--- config.mk ---
export PLATFORM = sky130hd
export DESIGN_NAME = phy_pattern_gen
export DESIGN_NICKNAME = d
export VERILOG_FILES = /design/src/rtl/phy_pkg.sv /design/src/rtl/phy_lfsr.sv /design/src/rtl/phy_pattern_gen.sv
export SDC_FILE = /design/constraint.sdc
export NUM_CORES = 1
export LEC_CHECK = 0
export ABC_AREA = 1
export CORE_UTILIZATION = 45
export DETAILED_ROUTE_END_ITERATION = 7
export PLACE_DENSITY = 0.75
export SYNTH_ARGS = -nofsm -noshare
export SYNTH_HDL_FRONTEND = slang
export SYNTH_SLANG_ARGS = --single-unit
--- constraint.sdc ---
create_clock -name clk_2f -period 2.2 [get_ports clk_2f]
set_input_delay 0.33 -clock clk_2f [delete_from_list [all_inputs] [get_ports clk_2f]]
set_output_delay 0.33 -clock clk_2f [all_outputs]
set_load 0.01 [all_outputs]
--- src/rtl/phy_pkg.sv ---
// phy_pkg: shared types and constants for the PHY pattern generator.
// FSM state encoding, payload mode codes and default symbols.
package phy_pkg;

  typedef enum logic [2:0] {
    IDLE = 3'd0,
    HDR  = 3'd1,
    COM  = 3'd2,
    PAY  = 3'd3,
    DONE = 3'd4
  } state_t;

  localparam logic [1:0] MODE_TABLE = 2'd0;
  localparam logic [1:0] MODE_INC   = 2'd1;
  localparam logic [1:0] MODE_LFSR  = 2'd2;
  localparam logic [1:0] MODE_COM   = 2'd3;

  localparam logic [7:0]  COM_SYMBOL  = 8'hBC;
  localparam logic [31:0] HDR_DEFAULT = 32'hABFD_1234;

  function automatic int max3(int a, int b, int c);
    int m;
    m = (a > b) ? a : b;
    return (m > c) ? m : c;
  endfunction

endpackage

--- src/rtl/phy_lfsr.sv ---
// phy_lfsr: Galois LFSR with synchronous reload and advance enable.
// Ports: clk_2f, reset (async low), load, adv, q (current state).
module phy_lfsr #(
  parameter int               WIDTH = 32,
  parameter logic [WIDTH-1:0] POLY  = WIDTH'(32'h8020_0003),
  parameter logic [WIDTH-1:0] SEED  = WIDTH'(32'h0000_0001)
) (
  input  logic             clk_2f,
  input  logic             reset,
  input  logic             load,
  input  logic             adv,
  output logic [WIDTH-1:0] q
);

  logic [WIDTH-1:0] r_q;

  always_ff @(posedge clk_2f or negedge reset) begin
    if (!reset) begin
      r_q <= SEED;
    end else if (load) begin
      r_q <= SEED;
    end else if (adv) begin
      r_q <= r_q[0] ? ((r_q >> 1) ^ POLY)
                    : (r_q >> 1);
    end
  end

  assign q = r_q;

endmodule

--- src/rtl/phy_pattern_gen.sv ---
// phy_pattern_gen: framed burst source (header, COM, payload) on valid/ready.
// Ports: clk_2f, reset, start, mode, ready_in -> data_out, valid_out, busy, done.
module phy_pattern_gen
  import phy_pkg::*;
#(
  parameter int          DATA_W    = 32,
  parameter int          N_HDR     = 4,
  parameter logic [31:0] HDR_WORD  = HDR_DEFAULT,
  parameter int          N_COM     = 4,
  parameter logic [7:0]  COM_SYM   = COM_SYMBOL,
  parameter int          BURST_LEN = 16,
  parameter logic [31:0] PAT0      = 32'hFFFF_FFFF,
  parameter logic [31:0] PAT1      = 32'hEEEE_EEEE,
  parameter logic [31:0] PAT2      = 32'hDDDD_DDDD,
  parameter logic [31:0] PAT3      = 32'hCCCC_CCCC,
  parameter logic [31:0] LFSR_POLY = 32'h8020_0003,
  parameter logic [31:0] LFSR_SEED = 32'h0000_0001
) (
  input  logic              clk_2f,
  input  logic              reset,
  input  logic              start,
  input  logic [1:0]        mode,
  input  logic              ready_in,
  output logic [DATA_W-1:0] data_out,
  output logic              valid_out,
  output logic              busy,
  output logic              done
);

  localparam int MAXN = max3(N_HDR, N_COM, BURST_LEN);
  localparam int CW   = $clog2(MAXN + 1);

  localparam logic [CW-1:0] HDR_LAST = CW'(N_HDR - 1);
  localparam logic [CW-1:0] COM_LAST = CW'(N_COM - 1);
  localparam logic [CW-1:0] PAY_LAST = CW'(BURST_LEN - 1);

  localparam logic [DATA_W-1:0] W_HDR  = DATA_W'(HDR_WORD);
  localparam logic [DATA_W-1:0] W_COM  = {(DATA_W/8){COM_SYM}};
  localparam logic [DATA_W-1:0] W_POLY = DATA_W'(LFSR_POLY);
  localparam logic [DATA_W-1:0] W_SEED = DATA_W'(LFSR_SEED);

  state_t            r_state, w_state_n;
  logic [CW-1:0]     r_cnt, w_cnt_n;
  logic [1:0]        r_mode, w_mode_n;
  logic [1:0]        r_idx, w_idx_n;
  logic [DATA_W-1:0] r_data, w_data_n;
  logic              r_valid, w_valid_n;
  logic              r_busy, w_busy_n;
  logic              r_done, w_done_n;

  logic              w_acc;
  logic              w_enter_pay;
  logic [1:0]        w_pay_mode;
  logic              w_lfsr_load;
  logic              w_lfsr_adv;
  logic [DATA_W-1:0] w_lfsr_q;

  function automatic logic [DATA_W-1:0] pat_word(
    input logic [1:0] idx
  );
    logic [DATA_W-1:0] w;
    unique case (idx)
      2'd0:    w = DATA_W'(PAT0);
      2'd1:    w = DATA_W'(PAT1);
      2'd2:    w = DATA_W'(PAT2);
      default: w = DATA_W'(PAT3);
    endcase
    return w;
  endfunction

  // The LFSR runs one step ahead of data_out: on each payload
  // word the current q is registered out and q advances.
  phy_lfsr #(
    .WIDTH (DATA_W),
    .POLY  (W_POLY),
    .SEED  (W_SEED)
  ) u_lfsr (
    .clk_2f (clk_2f),
    .reset  (reset),
    .load   (w_lfsr_load),
    .adv    (w_lfsr_adv),
    .q      (w_lfsr_q)
  );

  assign w_acc = r_valid & ready_in;
  assign w_pay_mode = (r_state == IDLE) ? mode : r_mode;

  always_comb begin
    w_state_n   = r_state;
    w_cnt_n     = r_cnt;
    w_mode_n    = r_mode;
    w_idx_n     = r_idx;
    w_data_n    = r_data;
    w_valid_n   = r_valid;
    w_busy_n    = r_busy;
    w_done_n    = 1'b0;
    w_enter_pay = 1'b0;
    w_lfsr_load = 1'b0;
    w_lfsr_adv  = 1'b0;

    unique case (r_state)
      IDLE: begin
        if (start) begin
          w_mode_n  = mode;
          w_cnt_n   = '0;
          w_valid_n = 1'b1;
          w_busy_n  = 1'b1;
          if (N_HDR != 0) begin
            w_state_n = HDR;
            w_data_n  = W_HDR;
          end else if (N_COM != 0) begin
            w_state_n = COM;
            w_data_n  = W_COM;
          end else begin
            w_state_n   = PAY;
            w_enter_pay = 1'b1;
          end
        end
      end
      HDR: begin
        if (w_acc) begin
          if (r_cnt == HDR_LAST) begin
            w_cnt_n = '0;
            if (N_COM != 0) begin
              w_state_n = COM;
              w_data_n  = W_COM;
            end else begin
              w_state_n   = PAY;
              w_enter_pay = 1'b1;
            end
          end else begin
            w_cnt_n = r_cnt + CW'(1);
          end
        end
      end
      COM: begin
        if (w_acc) begin
          if (r_cnt == COM_LAST) begin
            w_cnt_n     = '0;
            w_state_n   = PAY;
            w_enter_pay = 1'b1;
          end else begin
            w_cnt_n = r_cnt + CW'(1);
          end
        end
      end
      PAY: begin
        if (w_acc) begin
          if (r_cnt == PAY_LAST) begin
            w_cnt_n   = '0;
            w_state_n = DONE;
            w_data_n  = '0;
            w_valid_n = 1'b0;
            w_busy_n  = 1'b0;
            w_done_n  = 1'b1;
          end else begin
            w_cnt_n = r_cnt + CW'(1);
            unique case (r_mode)
              MODE_TABLE: begin
                w_idx_n  = r_idx + 2'd1;
                w_data_n = pat_word(r_idx + 2'd1);
              end
              MODE_INC: begin
                w_data_n = r_data + DATA_W'(1);
              end
              MODE_LFSR: begin
                w_data_n   = w_lfsr_q;
                w_lfsr_adv = 1'b1;
              end
              default: begin
                w_data_n = W_COM;
              end
            endcase
          end
        end
      end
      DONE: begin
        w_state_n   = IDLE;
        w_lfsr_load = 1'b1;
      end
      default: begin
        w_state_n = IDLE;
      end
    endcase

    // First payload word; generators restart for every burst.
    if (w_enter_pay) begin
      w_idx_n = 2'd0;
      unique case (w_pay_mode)
        MODE_TABLE: w_data_n = pat_word(2'd0);
        MODE_INC:   w_data_n = '0;
        MODE_LFSR: begin
          w_data_n   = w_lfsr_q;
          w_lfsr_adv = 1'b1;
        end
        default:    w_data_n = W_COM;
      endcase
    end
  end

  always_ff @(posedge clk_2f or negedge reset) begin
    if (!reset) begin
      r_state <= IDLE;
      r_cnt   <= '0;
      r_mode  <= 2'd0;
      r_idx   <= 2'd0;
      r_data  <= '0;
      r_valid <= 1'b0;
      r_busy  <= 1'b0;
      r_done  <= 1'b0;
    end else begin
      r_state <= w_state_n;
      r_cnt   <= w_cnt_n;
      r_mode  <= w_mode_n;
      r_idx   <= w_idx_n;
      r_data  <= w_data_n;
      r_valid <= w_valid_n;
      r_busy  <= w_busy_n;
      r_done  <= w_done_n;
    end
  end

  assign data_out  = r_data;
  assign valid_out = r_valid;
  assign busy      = r_busy;
  assign done      = r_done;

endmodule
==> out/metrics.yaml <==
cp_max_fo: 40
critical-path-slowest-cell: "dfrtp_1"
syn_area_per_cell_um2: 6.751
grt_overflow: 0
clkSinkCount: 78
ir_drop_mv: 0.8045
grt_max_degree: 42
wl_per_cell_um: 16.39
cts.clk_slew.worst_paths_ns: 0.08
n_antenna_cell: 0
vias: 5258
critical_path_class: "reg2reg"
post_cts_buffers: 0
die_w_um: 108.1
crit_start: "r_cnt[0]"
timing.fmax_mhz: 488.9
maxSlewViolCount: 0
fin_area_mm2: 0.005967
critical_path.max_stage_delay_ns: 0.39
critPathMostFrequentCell: "nor2_1"
finalHoldViolCount: 0
ios: 41
ys_seq_area_share_pct: 38.57
worst_slack_ns: 0.1547
dpl_worst_slack_ns: 0.001034
crit_required_ns: 2.49
reg2reg_slack_ns: 0.15
cp-end-kind: "flip-flop"
cap_violations: 0
synth_area_leaders: "dfrtp_1 (38%), nand2_1 (14%), nor2_1 (7.8%)"
vias_per_cell: 5.552
cts_tree: "done"
dr.pass1.iters: 5
holdWs_ns: 0.4601
cp.arrival_ns: 2.33
dpl_cell_area_mm2: 0.005727
syn2layout_area_growth_pct: 17.84
cts_buffer_depth: 2
cts_buffers: 9
core_area_mm2: 0.01089
fin_skew_ns: 0.007920
utilization_pct: 54.80
synth_area_mm2: 0.005064
die_height_um: 108.1
fin_crit_ns: 2.045
syn-num-nets: 760
status: "finished clean"
start_kind: "flip-flop"
std_cell_rows: 38
gp_congestion: 0.9057
syn_inst: 750
post-route-period-util_pct: 92.97
synth_edf_count: 0
grt_pass1_vias: 4858
p_leak_uw: 0.002761
pwr_density_cell_mw_per_mm2: 1532
io_buffers: 40
wl_um: 15520
relSlewSlack_pct: 58.19
h-tree-depth: 3
place_hpwl_um: 11890
r2r-start: "r_cnt[0]"
drive_gt1_share_pct: 9.170
grt_pass1_wl_um: 25160
dieArea_mm2: 0.01168
setup_tns_ns: 0
r2r_cells: 13
synthArstFlopShare_pct: 100.0
holdCritPathClass: "in2async"
track_usage_pct: 28.52
synthFlopType: "dfrtp_1"
start_util_pct: 46.51
yosysWarnings: 0
critical_path.cell_chain: "ha_1, inv_1, nor2_2, nand3_2, nor2_1, nand2_2, buf_4, nand3_1, nand2_1, inv_2, buf_12, nor2_1, a31oi_1"
antenna_found_initial: 0
worstReg2RegEnd: "data_out[0]"
route.antenna.remaining_nets: 0
tightest_slew_ns: 0.6264
yosysTopAreaCell: "dfrtp_1"
cts-root-buf: "clkbuf_8"
drcViolationCount: 0
netlist.area_leader.share_pct: 38.05
synth.distinct_cells: 40
worstSkewPairLatency_ns: 0.37
finalSetupViolations: 0
ys_ff_latch: 78
nets: 812
drt_iter0_drc: 634
## timing repair
| item | 4_1_cts | 5_1_grt |
|---|---|---|
| hold buffers | 1 | 0 |
| setup endpoints to repair | 3 | 4 |
| pin swaps | 0 | 0 |
| gates cloned | 0 | 0 |
| resized for setup | 1 | 5 |
| endpoints found under the hold margin | 36 | 0 |
## sequential cells by signal (all words and copies together) (netlist names)
name	count
data_out	32
u_lfsr.q	32
r_cnt	5
r_state	3
r_idx	2
r_mode	2
busy	1
done	1
## cell type report
class | count | area (um^2)
Clock buffer | 12 | 145.1
Sequential cell | 78 | 1953
Timing Repair Buffer | 64 | 618.1
Multi-Input combinational cell | 567 | 2693
Clock inverter | 4 | 70.07
Tap cell | 140 | 175.2
Fill cell | 1076 | 4921
Inverter | 82 | 312.8
## cell families after synthesis
kind of cell,share of synthesized area [%]
AND/OR/NAND/NOR,32.27
AO/OA/AOI/OAI,17.77
buffers and inverters,8.500
flip-flops,38.57
XOR/XNOR,1.903
adder cells (fa/ha/maj),0.9884
## synthesized netlist by cell type, types with 4 or more instances
cell type  number
ha_1            4
a21oi_1        57
nand2_1       191
nand2_2         5
a31oi_1        14
o21ai_0        62
inv_1          72
buf_4           5
buf_2          12
nor2_1        105
nor2_2          6
inv_2           9
or2_2           4
nand4_1         5
clkbuf_1        6
o21ai_1         4
xor2_1          8
dfrtp_1        77
nand3_1        69
## per-stage QoR
| step | power (uW) | instances |
|---|---|---|
| 6_report | 9143 | 947 |
| 3_5_place_dp | 7825 | 930 |
| 2_1_floorplan | 5912 | 750 |
| 5_1_grt | 9891 | 947 |
| 3_3_place_gp | 7710 | 930 |
| 4_1_cts | 9051 | 947 |
## layer usage
layer / track usage [%] / share of wire, % / wire length [um] / up-vias
met2: 44.04 / 45 / 6999 / 273
met5: 0 / 0 / 0 / -
met1: 39.58 / 45 / 6964 / 2402
met4: 9.491 / 1.9 / 293 / 0
li1: - / - / - / 2559
met3: 6.148 / 8.1 / 1263 / 24
## worst max-delay path, delay by kind of cell (launching register included)
kind | cells | cell delay, ns
AOI/OAI and AO/OA | 1 | 0.16
DFF | 1 | 0.39
adders and majority gates | 1 | 0.20
and+or+nand+nor | 7 | 0.73
buffers and inverters | 4 | 0.50
## placed cells by master (no fill, tap or decap), drive strengths merged, types with 4 or more instances in the layout
cell type	count
a21oi	57
a31oi	14
buf	24
clkbuf	12
clkdlybuf4s50	39
dfrtp	77
ha	4
inv	82
nand2	197
nand3	69
nand4	5
nor2	112
o21ai	68
o31ai	4
or2	4
xor2	8
## power breakdown
part	leakage, uW	switching [uW]	internal, uW	total, uW
registers	0.000924	849	2080	2930
clock network	0.000110	534	667	1200
logic	0.00173	3090	1920	5010
total	0.00276	4480	4670	9140
## worst max-delay path by stage
stage / slack [ns] / endpoint
after CTS: 0.13 / data_out[7]
after global routing: -0.02 / data_out[0]
after floorplan: 0.35 / u_lfsr.q[8]
final: 0.15 / data_out[0]
after detailed placement: 0.001 / data_out[4]
after global placement: 0.01 / data_out[4]
Power figures use the tool's default switching activity.
